`config.mk`:
```
export PLATFORM = sky130hd
export DESIGN_NAME = oled_i2c_responder
export DESIGN_NICKNAME = d
export VERILOG_FILES = /design/src/rtl/oled_i2c_pkg.sv /design/src/rtl/i2c_line_sync.sv /design/src/rtl/oled_i2c_responder.sv
export SDC_FILE = /design/constraint.sdc
export NUM_CORES = 1
export LEC_CHECK = 0
export CAP_MARGIN = 0
export CORE_ASPECT_RATIO = 1.25
export CORE_UTILIZATION = 41
export CTS_CLUSTER_DIAMETER = 40
export CTS_CLUSTER_SIZE = 20
export DETAILED_ROUTE_END_ITERATION = 7
export PLACE_DENSITY = 0.62
export SLEW_MARGIN = 30
export SYNTH_ARGS = -nofsm -noshare
export SYNTH_HDL_FRONTEND = slang
export SYNTH_HIERARCHICAL = 1
export SYNTH_SLANG_ARGS = --single-unit
export TNS_END_PERCENT = 20
```
`constraint.sdc`:
```
create_clock -name clk -period 3.1 [get_ports clk]
set_clock_uncertainty 0.2 [all_clocks]
set_input_delay 0.31 -clock clk [delete_from_list [all_inputs] [get_ports clk]]
set_output_delay 0.31 -clock clk [all_outputs]
set_load 0.05 [all_outputs]
```
`src/rtl/oled_i2c_pkg.sv`:
```
// Shared encodings and byte-class helpers for the SSD1306-style I2C receive path.
package oled_i2c_pkg;

  typedef enum logic [2:0] {
    ST_IDLE,
    ST_ADDR,
    ST_ACK_ADDR,
    ST_CTRL,
    ST_ACK_CTRL,
    ST_PAYLOAD,
    ST_ACK_PAYLOAD,
    ST_IGNORE
  } state_t;

  localparam int          CTRL_CO_BIT     = 7;
  localparam int          CTRL_DC_BIT     = 6;
  localparam logic [7:0]  CMD_PAGE_BASE   = 8'hB0;
  localparam logic [7:0]  CMD_COL_LO_BASE = 8'h00;
  localparam logic [7:0]  CMD_COL_HI_BASE = 8'h10;
  localparam logic [6:0]  DEFAULT_ADDR    = 7'h3C;

  function automatic logic is_page_cmd(input logic [7:0] b);
    return b[7:3] == CMD_PAGE_BASE[7:3];
  endfunction

  function automatic logic is_col_lo_cmd(input logic [7:0] b);
    return b[7:4] == CMD_COL_LO_BASE[7:4];
  endfunction

  function automatic logic is_col_hi_cmd(input logic [7:0] b);
    return b[7:3] == CMD_COL_HI_BASE[7:3];
  endfunction

endpackage

```
`src/rtl/i2c_line_sync.sv`:
```
// Two-flop synchroniser on scl/sda plus a previous-value stage for edge and
// START/STOP event detection.
module i2c_line_sync (
  input  logic clk,
  input  logic rst,
  input  logic scl,
  input  logic sda_in,
  output logic scl_rise,
  output logic scl_fall,
  output logic start,
  output logic stop,
  output logic sda_s
);

  logic [1:0] scl_ff;
  logic [1:0] sda_ff;
  logic       scl_p;
  logic       sda_p;
  logic       scl_s;

  // Reset to the idle-bus level so leaving reset never looks like an event.
  always_ff @(posedge clk) begin
    if (!rst) begin
      scl_ff <= 2'b11;
      sda_ff <= 2'b11;
      scl_p  <= 1'b1;
      sda_p  <= 1'b1;
    end else begin
      scl_ff <= {scl_ff[0], scl};
      sda_ff <= {sda_ff[0], sda_in};
      scl_p  <= scl_ff[1];
      sda_p  <= sda_ff[1];
    end
  end

  assign scl_s    = scl_ff[1];
  assign sda_s    = sda_ff[1];
  assign scl_rise = scl_s & ~scl_p;
  assign scl_fall = ~scl_s & scl_p;
  assign start    = scl_s & scl_p & sda_p & ~sda_s;
  assign stop     = scl_s & scl_p & ~sda_p & sda_s;

endmodule

```
`src/rtl/oled_i2c_responder.sv`:
```
// Write-only I2C target decoding an SSD1306-style stream into GDDRAM write
// strobes and pass-through command strobes, tracking the page/column pointer.
//
// state          | meaning
// ST_IDLE        | bus free, waiting for START
// ST_ADDR        | shifting address + R/W byte
// ST_ACK_ADDR    | driving ACK for our address
// ST_CTRL        | shifting control byte (Co, D/C)
// ST_ACK_CTRL    | driving ACK for control byte
// ST_PAYLOAD     | shifting command/data byte
// ST_ACK_PAYLOAD | driving ACK for payload byte
// ST_IGNORE      | not addressed (or read), wait for START/STOP
module oled_i2c_responder
  import oled_i2c_pkg::*;
#(
  parameter logic [6:0] SLAVE_ADDR = DEFAULT_ADDR,
  parameter int         COLS       = 128,
  parameter int         PAGES      = 8
) (
  input  logic       clk,
  input  logic       rst,
  input  logic       scl,
  input  logic       sda_in,
  output logic       sda_oe,
  output logic       busy,
  output logic       wr_en,
  output logic [2:0] wr_page,
  output logic [6:0] wr_col,
  output logic [7:0] wr_data,
  output logic       cmd_valid,
  output logic [7:0] cmd_byte
);

  logic scl_rise, scl_fall, start, stop, sda_s;

  i2c_line_sync u_sync (
    .clk      (clk),
    .rst      (rst),
    .scl      (scl),
    .sda_in   (sda_in),
    .scl_rise (scl_rise),
    .scl_fall (scl_fall),
    .start    (start),
    .stop     (stop),
    .sda_s    (sda_s)
  );

  state_t     state, state_nxt;
  logic [2:0] bit_cnt, bit_cnt_nxt;
  logic [6:0] shreg, shreg_nxt;
  logic       ack_ph, ack_ph_nxt;
  logic       co, co_nxt;
  logic       dc, dc_nxt;
  logic       sda_oe_nxt, busy_nxt, wr_en_nxt, cmd_valid_nxt;
  logic [2:0] wr_page_nxt;
  logic [6:0] wr_col_nxt;
  logic [7:0] wr_data_nxt, cmd_byte_nxt;
  logic [7:0] rx_byte;

  assign rx_byte = {shreg, sda_s};

  always_ff @(posedge clk) begin
    if (!rst) begin
      state     <= ST_IDLE;
      bit_cnt   <= 3'd0;
      shreg     <= 7'd0;
      ack_ph    <= 1'b0;
      co        <= 1'b0;
      dc        <= 1'b0;
      sda_oe    <= 1'b0;
      busy      <= 1'b0;
      wr_en     <= 1'b0;
      wr_page   <= 3'd0;
      wr_col    <= 7'd0;
      wr_data   <= 8'd0;
      cmd_valid <= 1'b0;
      cmd_byte  <= 8'd0;
    end else begin
      state     <= state_nxt;
      bit_cnt   <= bit_cnt_nxt;
      shreg     <= shreg_nxt;
      ack_ph    <= ack_ph_nxt;
      co        <= co_nxt;
      dc        <= dc_nxt;
      sda_oe    <= sda_oe_nxt;
      busy      <= busy_nxt;
      wr_en     <= wr_en_nxt;
      wr_page   <= wr_page_nxt;
      wr_col    <= wr_col_nxt;
      wr_data   <= wr_data_nxt;
      cmd_valid <= cmd_valid_nxt;
      cmd_byte  <= cmd_byte_nxt;
    end
  end

  always_comb begin
    state_nxt     = state;
    bit_cnt_nxt   = bit_cnt;
    shreg_nxt     = shreg;
    ack_ph_nxt    = ack_ph;
    co_nxt        = co;
    dc_nxt        = dc;
    sda_oe_nxt    = sda_oe;
    busy_nxt      = busy;
    wr_en_nxt     = 1'b0;
    wr_page_nxt   = wr_page;
    wr_col_nxt    = wr_col;
    wr_data_nxt   = wr_data;
    cmd_valid_nxt = 1'b0;
    cmd_byte_nxt  = cmd_byte;

    // Column advances the cycle after the write strobe that used it.
    if (wr_en)
      wr_col_nxt = (wr_col == 7'(COLS - 1)) ? 7'd0 : wr_col + 7'd1;

    if (start) begin
      state_nxt   = ST_ADDR;
      bit_cnt_nxt = 3'd0;
      ack_ph_nxt  = 1'b0;
      sda_oe_nxt  = 1'b0;
      busy_nxt    = 1'b1;
    end else if (stop) begin
      state_nxt   = ST_IDLE;
      bit_cnt_nxt = 3'd0;
      ack_ph_nxt  = 1'b0;
      sda_oe_nxt  = 1'b0;
      busy_nxt    = 1'b0;
    end else begin
      case (state)
        ST_ADDR, ST_CTRL, ST_PAYLOAD: begin
          if (scl_rise) begin
            shreg_nxt   = rx_byte[6:0];
            bit_cnt_nxt = bit_cnt + 3'd1;
            if (bit_cnt == 3'd7) begin
              if (state == ST_ADDR) begin
                state_nxt = (rx_byte[7:1] == SLAVE_ADDR && !rx_byte[0]) ? ST_ACK_ADDR : ST_IGNORE;
              end else if (state == ST_CTRL) begin
                co_nxt    = rx_byte[CTRL_CO_BIT];
                dc_nxt    = rx_byte[CTRL_DC_BIT];
                state_nxt = ST_ACK_CTRL;
              end else begin
                state_nxt = ST_ACK_PAYLOAD;
                if (dc) begin
                  wr_en_nxt   = 1'b1;
                  wr_data_nxt = rx_byte;
                end else if (is_page_cmd(rx_byte)) begin
                  if (int'(rx_byte[2:0]) < PAGES)
                    wr_page_nxt = rx_byte[2:0];
                end else if (is_col_lo_cmd(rx_byte)) begin
                  wr_col_nxt[3:0] = rx_byte[3:0];
                end else if (is_col_hi_cmd(rx_byte)) begin
                  wr_col_nxt[6:4] = rx_byte[2:0];
                end else begin
                  cmd_valid_nxt = 1'b1;
                  cmd_byte_nxt  = rx_byte;
                end
              end
            end
          end
        end
        ST_ACK_ADDR, ST_ACK_CTRL, ST_ACK_PAYLOAD: begin
          // First falling edge starts the ACK bit, second one ends it.
          if (scl_fall) begin
            if (!ack_ph) begin
              sda_oe_nxt = 1'b1;
              ack_ph_nxt = 1'b1;
            end else begin
              sda_oe_nxt  = 1'b0;
              ack_ph_nxt  = 1'b0;
              bit_cnt_nxt = 3'd0;
              if (state == ST_ACK_ADDR)
                state_nxt = ST_CTRL;
              else if (state == ST_ACK_CTRL)
                state_nxt = ST_PAYLOAD;
              else
                state_nxt = co ? ST_CTRL : ST_PAYLOAD;
            end
          end
        end
        default: ;
      endcase
    end
  end

endmodule

```
After elaboration in Yosys (flattened, before gate mapping)
Index checks and enable logic that the tools add are counted.

$add $sub $neg: 2. Multipliers: 0. Div/mod/pow operators: 0. Magnitude comparators: 0. Equal/unequal tests: 19. Shift operators: 0. Multiplexer cells: 36. Bitwise logic cells: 23. Reduce and logical (&&, ||, !) cells: 20.

Operators by type and width (count): two-way mux 7 bit (11); two-way mux 3 bit (14); inequality test 4 bit (second input constant) (4); NOT 1 bit (16); == test 3 bit (second input constant) (4); case mux 3 bit (2 select lines) (2); AND reduction 11 bit (1); OR reduction 11 bit (1); AND reduction 5 bit (2); AND reduction 9 bit (1); OR reduction 3 bit (3); inequality test 2 bit (second input constant) (4); AND reduction 4 bit (2); AND reduction 8 bit (1); OR reduction 8 bit (1); adder 7 x 1 -> 7 bit (second input constant) (1); AND 1 bit (7); == test 7 x 6 -> 1 bit (second input constant) (1); == test 7 bit (second input constant) (1); two-way mux 1 bit (7); AND reduction 7 bit (1); == test 3 x 2 -> 1 bit (second input constant) (2); == test 5 x 2 -> 1 bit (second input constant) (1); == test 5 bit (second input constant) (1); other kinds (10) (11).

Flip-flop bits (word level): 51. Latch bits: 0. RAM bits: 0. Memory bits (read-only): 0. Input port bits: 4. Output and inout port bits: 30. Logic and storage cells: 118. Memories: 0.

Depth between registers and ports, before layout
Depth after elaboration: 14. Depth in mapped cells: 7. Gate-level depth less buffers: 6.

By module
Netlist, hierarchy kept.

Modules (own cells, without submodules): oled_i2c_responder (times used 1, cells an instance 235, area each 2082.0 um2, sequential area each 900.9 um2); i2c_line_sync (times used 1, cells an instance 16, area each 190.2 um2, sequential area each 120.1 um2).

Least setup slack after synthesis
No wires, ideal clock.

Path kind: register to register. Start: register u_sync.sda_ff[1]. End: register cmd_byte[3]. Setup time: 0.072 ns. Arrival time: 1.638 ns. Required time: 2.828 ns. Setup slack: 1.190 ns. Cell stages (with the launch flop): 7. Buffers on the path: 1. Clock period less this slack: 1.910 ns. Path through: dfxtp_1 > and4b_1 > and4bb_1 > nand3_1 > nor4_1 > buf_4 > mux2i_1.

Longest elaborated chain between the ends: 4. Elaborated cells between the ends (all ways): 6. Those cells by class: 5 x bitwise; 1 x reduce/logical.

RTL lines: start, declared (line i2c_line_sync.sv:16) `logic [1:0] sda_ff;`; start signal, assigned (line i2c_line_sync.sv:30) `sda_ff <= {sda_ff[0], sda_in};`; NOT 1 bit (line i2c_line_sync.sv:40) `assign start = scl_s & scl_p & sda_p & ~sda_s;`; AND 1 bit (line i2c_line_sync.sv:40); NOT 1 bit (no source line); AND reduction 11 bit (no source line) *; end signal, assigned (line oled_i2c_responder.sv:92) `cmd_byte <= cmd_byte_nxt;`; end, declared (line oled_i2c_responder.sv:31) `output logic [7:0] cmd_byte`.

Mark *: on every way between the ends. The rest lies on a longest branch, timed or not. A chain may end at the register's enable or synchronous reset.

Worst setup path in the final report
Start: register u_sync.sda_ff[1]. End: register wr_data[3].

Longest elaborated chain between the ends: 4. Elaborated cells between the ends (all ways): 6. Those cells by class: 5 x bitwise; 1 x reduce/logical.

RTL lines: NOT 1 bit (line i2c_line_sync.sv:40); AND 1 bit (line i2c_line_sync.sv:40); NOT 1 bit (no source line); AND reduction 8 bit (no source line) *; end signal, assigned (line oled_i2c_responder.sv:90) `wr_data <= wr_data_nxt;`; end, declared (line oled_i2c_responder.sv:29) `output logic [7:0] wr_data,`.

Marks and branches as above.

==> flow_summary.json <==
{
  "core_um2": 5189,
  "critical_path_class": "register to register",
  "post-dp-hpwl_um": 3469,
  "synth_seq_cells": 51,
  "numClockSinks": 51,
  "final_hold_viol_count": 0,
  "postLayoutSetupSlackWorst_ps": 802.9,
  "final_max_slew_viol_count": 0,
  "synth_edf_count": 0,
  "dr_total_vias": 1852,
  "die-height_um": 85.23,
  "pwr-share-clk": 0.363,
  "holdBufCountCts": 0,
  "finalSetupViolCount": 0,
  "cts_buffers": 5,
  "port-buffer-count": 33,
  "power.total_mw": 1.095,
  "antenna_found_initial": 0,
  "grt_setup_unrepaired": "no",
  "fmax_mhz": 435.3,
  "crit_fanout": 10,
  "cts-root-buf": "clkbuf_8",
  "drt-total-wl_um": 4721,
  "switchingPower_uw": 240.7,
  "fin_area_um2": 2729,
  "yosysSeqAreaShare": 0.4493,
  "synth_area_um2": 2272,
  "p_comb_frac": 0.032,
  "cts_setup_buffers": 0,
  "fin_nets": 287,
  "wl_met1_um": 2097,
  "grt_usage": 0.1864,
  "drtIter0Drc": 85,
  "grt_pass1_vias": 1838,
  "arrival_ps": 2290,
  "ys_types": 46,
  "grt_first_pass_wirelength_um": 8252,
  "die_w_um": 68.59,
  "cts_tree": "yes",
  "grt_start_max_net_pins": 26,
  "syn_area_per_cell_um2": 9.053,
  "worstSkewPairLatency_ps": 300,
  "switching_share": 0.2197,
  "die_area_um2": 5846,
  "tns_ps": 0,
  "gp_congestion": 0.8672,
  "ctsResizeCount": 0,
  "drive_gt1_frac": 0.05694,
  "io_pins": 34,
  "drc": 0,
  "cts_buffer_depth": 2,
  "power_density_nw_per_um2": 401.4,
  "drtPass1Iterations": 6,
  "holdWs_ps": 220.2,
  "clkTransAtPathRegs_ps": 90,
  "place_ws_ps": 799.0,
  "antenna_left": 0,
  "final_cell_mix": "dfxtp_1 (51), clkdlybuf4s50_1 (33), nor2_1 (26), mux2i_1 (26), nand2_1 (23)",
  "htreeDepth": 2,
  "row_count": 29,
  "top_layer": "met4",
  "antennaDiodeCount": 0,
  "leakage_nw": 1.030,
  "p_int_uw": 854.7,
  "synth_nets": 258,
  "fin_crit_ps": 2297,
  "cp-end-kind": "register",
  "max_slew.worst_pin.slew_ps": 624.0,
  "period_share": 0.7410,
  "critPathLaunchType": "register",
  "postPlaceCellArea_um2": 2634,
  "status": "finished clean",
  "drt-vias-per-instance": 5.399,
  "async_flop_share": 0,
  "p_seq_frac": 0.605,
  "synth-main-ff-cell": "dfxtp_1",
  "crit_required_ps": 3090,
  "layout_commonest_cell": "dfxtp_1",
  "irDropWorstVdd_mv": 0.2451,
  "max_cap_viol_count": 0,
  "wire_per_inst_um": 13.76,
  "met2_length_um": 2423,
  "syn2layout_area_growth_pct": 20.10,
  "syn_inst": 251,
  "wl_met3_um": 113,
  "start_util": 0.4379,
  "grt_overflow_total": 0,
  "slew_headroom": 0.5827,
  "yosys_warnings": 6,
  "min_path_type": "register to register"
}
-- registers in the layout, indices dropped and copies added, names as in the netlist, 2 cells and up --
| name | count |
|---|---|
| u_sync/sda_ff | 2 |
| wr_data | 8 |
| state | 3 |
| wr_col | 7 |
| bit_cnt | 3 |
| shreg | 7 |
| cmd_byte | 8 |
| wr_page | 3 |
| u_sync/scl_ff | 2 |
-- path summary, 6_finish.rpt --
path	from	endpoint	slack (ps)	depth (start not counted)
worst max-delay path	u_sync/sda_ff[1]$_SDFF_PN1_	wr_data[3]$_SDFFE_PN0P_	800	5
worst min-delay path	u_sync/scl_ff[0]$_SDFF_PN1_	u_sync/scl_ff[1]$_SDFF_PN1_	220	1
worst max register to register	u_sync/sda_ff[1]$_SDFF_PN1_	wr_data[3]$_SDFFE_PN0P_	800	5
worst min register to register	u_sync/scl_ff[0]$_SDFF_PN1_	u_sync/scl_ff[1]$_SDFF_PN1_	220	1
-- layer usage --
metal / vias up / track usage
li1: 942 / -
met1: 873 / 0.2162
met2: 29 / 0.3235
met3: 8 / 0.03763
met4: 0 / 0.07386
met5: - / 0
-- power groups by stage --
stage	clock (mW)	combinational [mW]	sequential [mW]
3_5_place_dp	0	0.0356	0.679
3_3_place_gp	0	0.0359	0.679
5_1_grt	0.437	0.0393	0.664
2_1_floorplan	0	0.0208	0.679
4_1_cts	0.414	0.0358	0.663
6_report	0.397	0.0350	0.663
-- cells by family after synthesis --
kind of cell | count (synthesis) | share of synthesized area
buffers and inverters | 19 | 0.04130
AND/OR/NAND/NOR | 111 | 0.2588
adder cells (fa/ha/maj) | 3 | 0.01652
AO/OA/AOI/OAI | 36 | 0.1002
XOR/XNOR | 5 | 0.01928
flip-flops | 51 | 0.4493
multiplexers | 26 | 0.1145
-- synthesized netlist by cell type, types with 2 or more instances --
master | number | area, um2
and2_1 | 2 | 12.51
nand2_1 | 23 | 86.33
inv_1 | 4 | 15.01
o21ai_0 | 7 | 35.03
or2_1 | 2 | 12.51
clkbuf_1 | 7 | 26.28
nand2b_1 | 8 | 50.05
o31ai_1 | 4 | 30.03
buf_4 | 3 | 22.52
o22ai_1 | 2 | 12.51
nor4bb_1 | 2 | 20.02
nor2_1 | 26 | 97.59
nand4_1 | 8 | 50.05
buf_2 | 3 | 15.01
and4b_1 | 2 | 20.02
xor2_1 | 2 | 17.52
a211oi_1 | 2 | 15.01
dfxtp_1 | 51 | 1021
a21oi_1 | 12 | 60.06
mux2i_1 | 26 | 260.3
o221ai_1 | 2 | 17.52
and3_1 | 2 | 12.51
ha_1 | 3 | 37.54
xnor2_1 | 3 | 26.28
nor3_1 | 5 | 25.02
nor2b_1 | 5 | 31.28
nand3_1 | 16 | 80.08
-- per-stage QoR --
| stage | util | cells |
|---|---|---|
| after floorplan | - | 251 |
| after global placement | 0.5076 | 335 |
| after detailed placement | 0.5076 | 335 |
| after CTS | 0.5259 | 343 |
| after global routing | 0.5259 | 343 |
| final | 0.5259 | 343 |
-- critical path, cell delays in order (launching register included) --
cell	delay [ps]
dfxtp_1	520
and4b_1	290
and4bb_1	280
nand4_1	510
mux2i_1	330
nor2_1	50
-- area by class of cell --
class                   instances  area, um2
well taps                      62      77.57
repair buffers                 36      352.8
multi-input cells             181       1164
clock inverters                 1      8.758
inverters                       5      18.77
clock buffers                   7      86.33
flip-flops and latches         51       1021
fillers                       515       2460
Note: power is estimated with default switching activity, not from simulation.
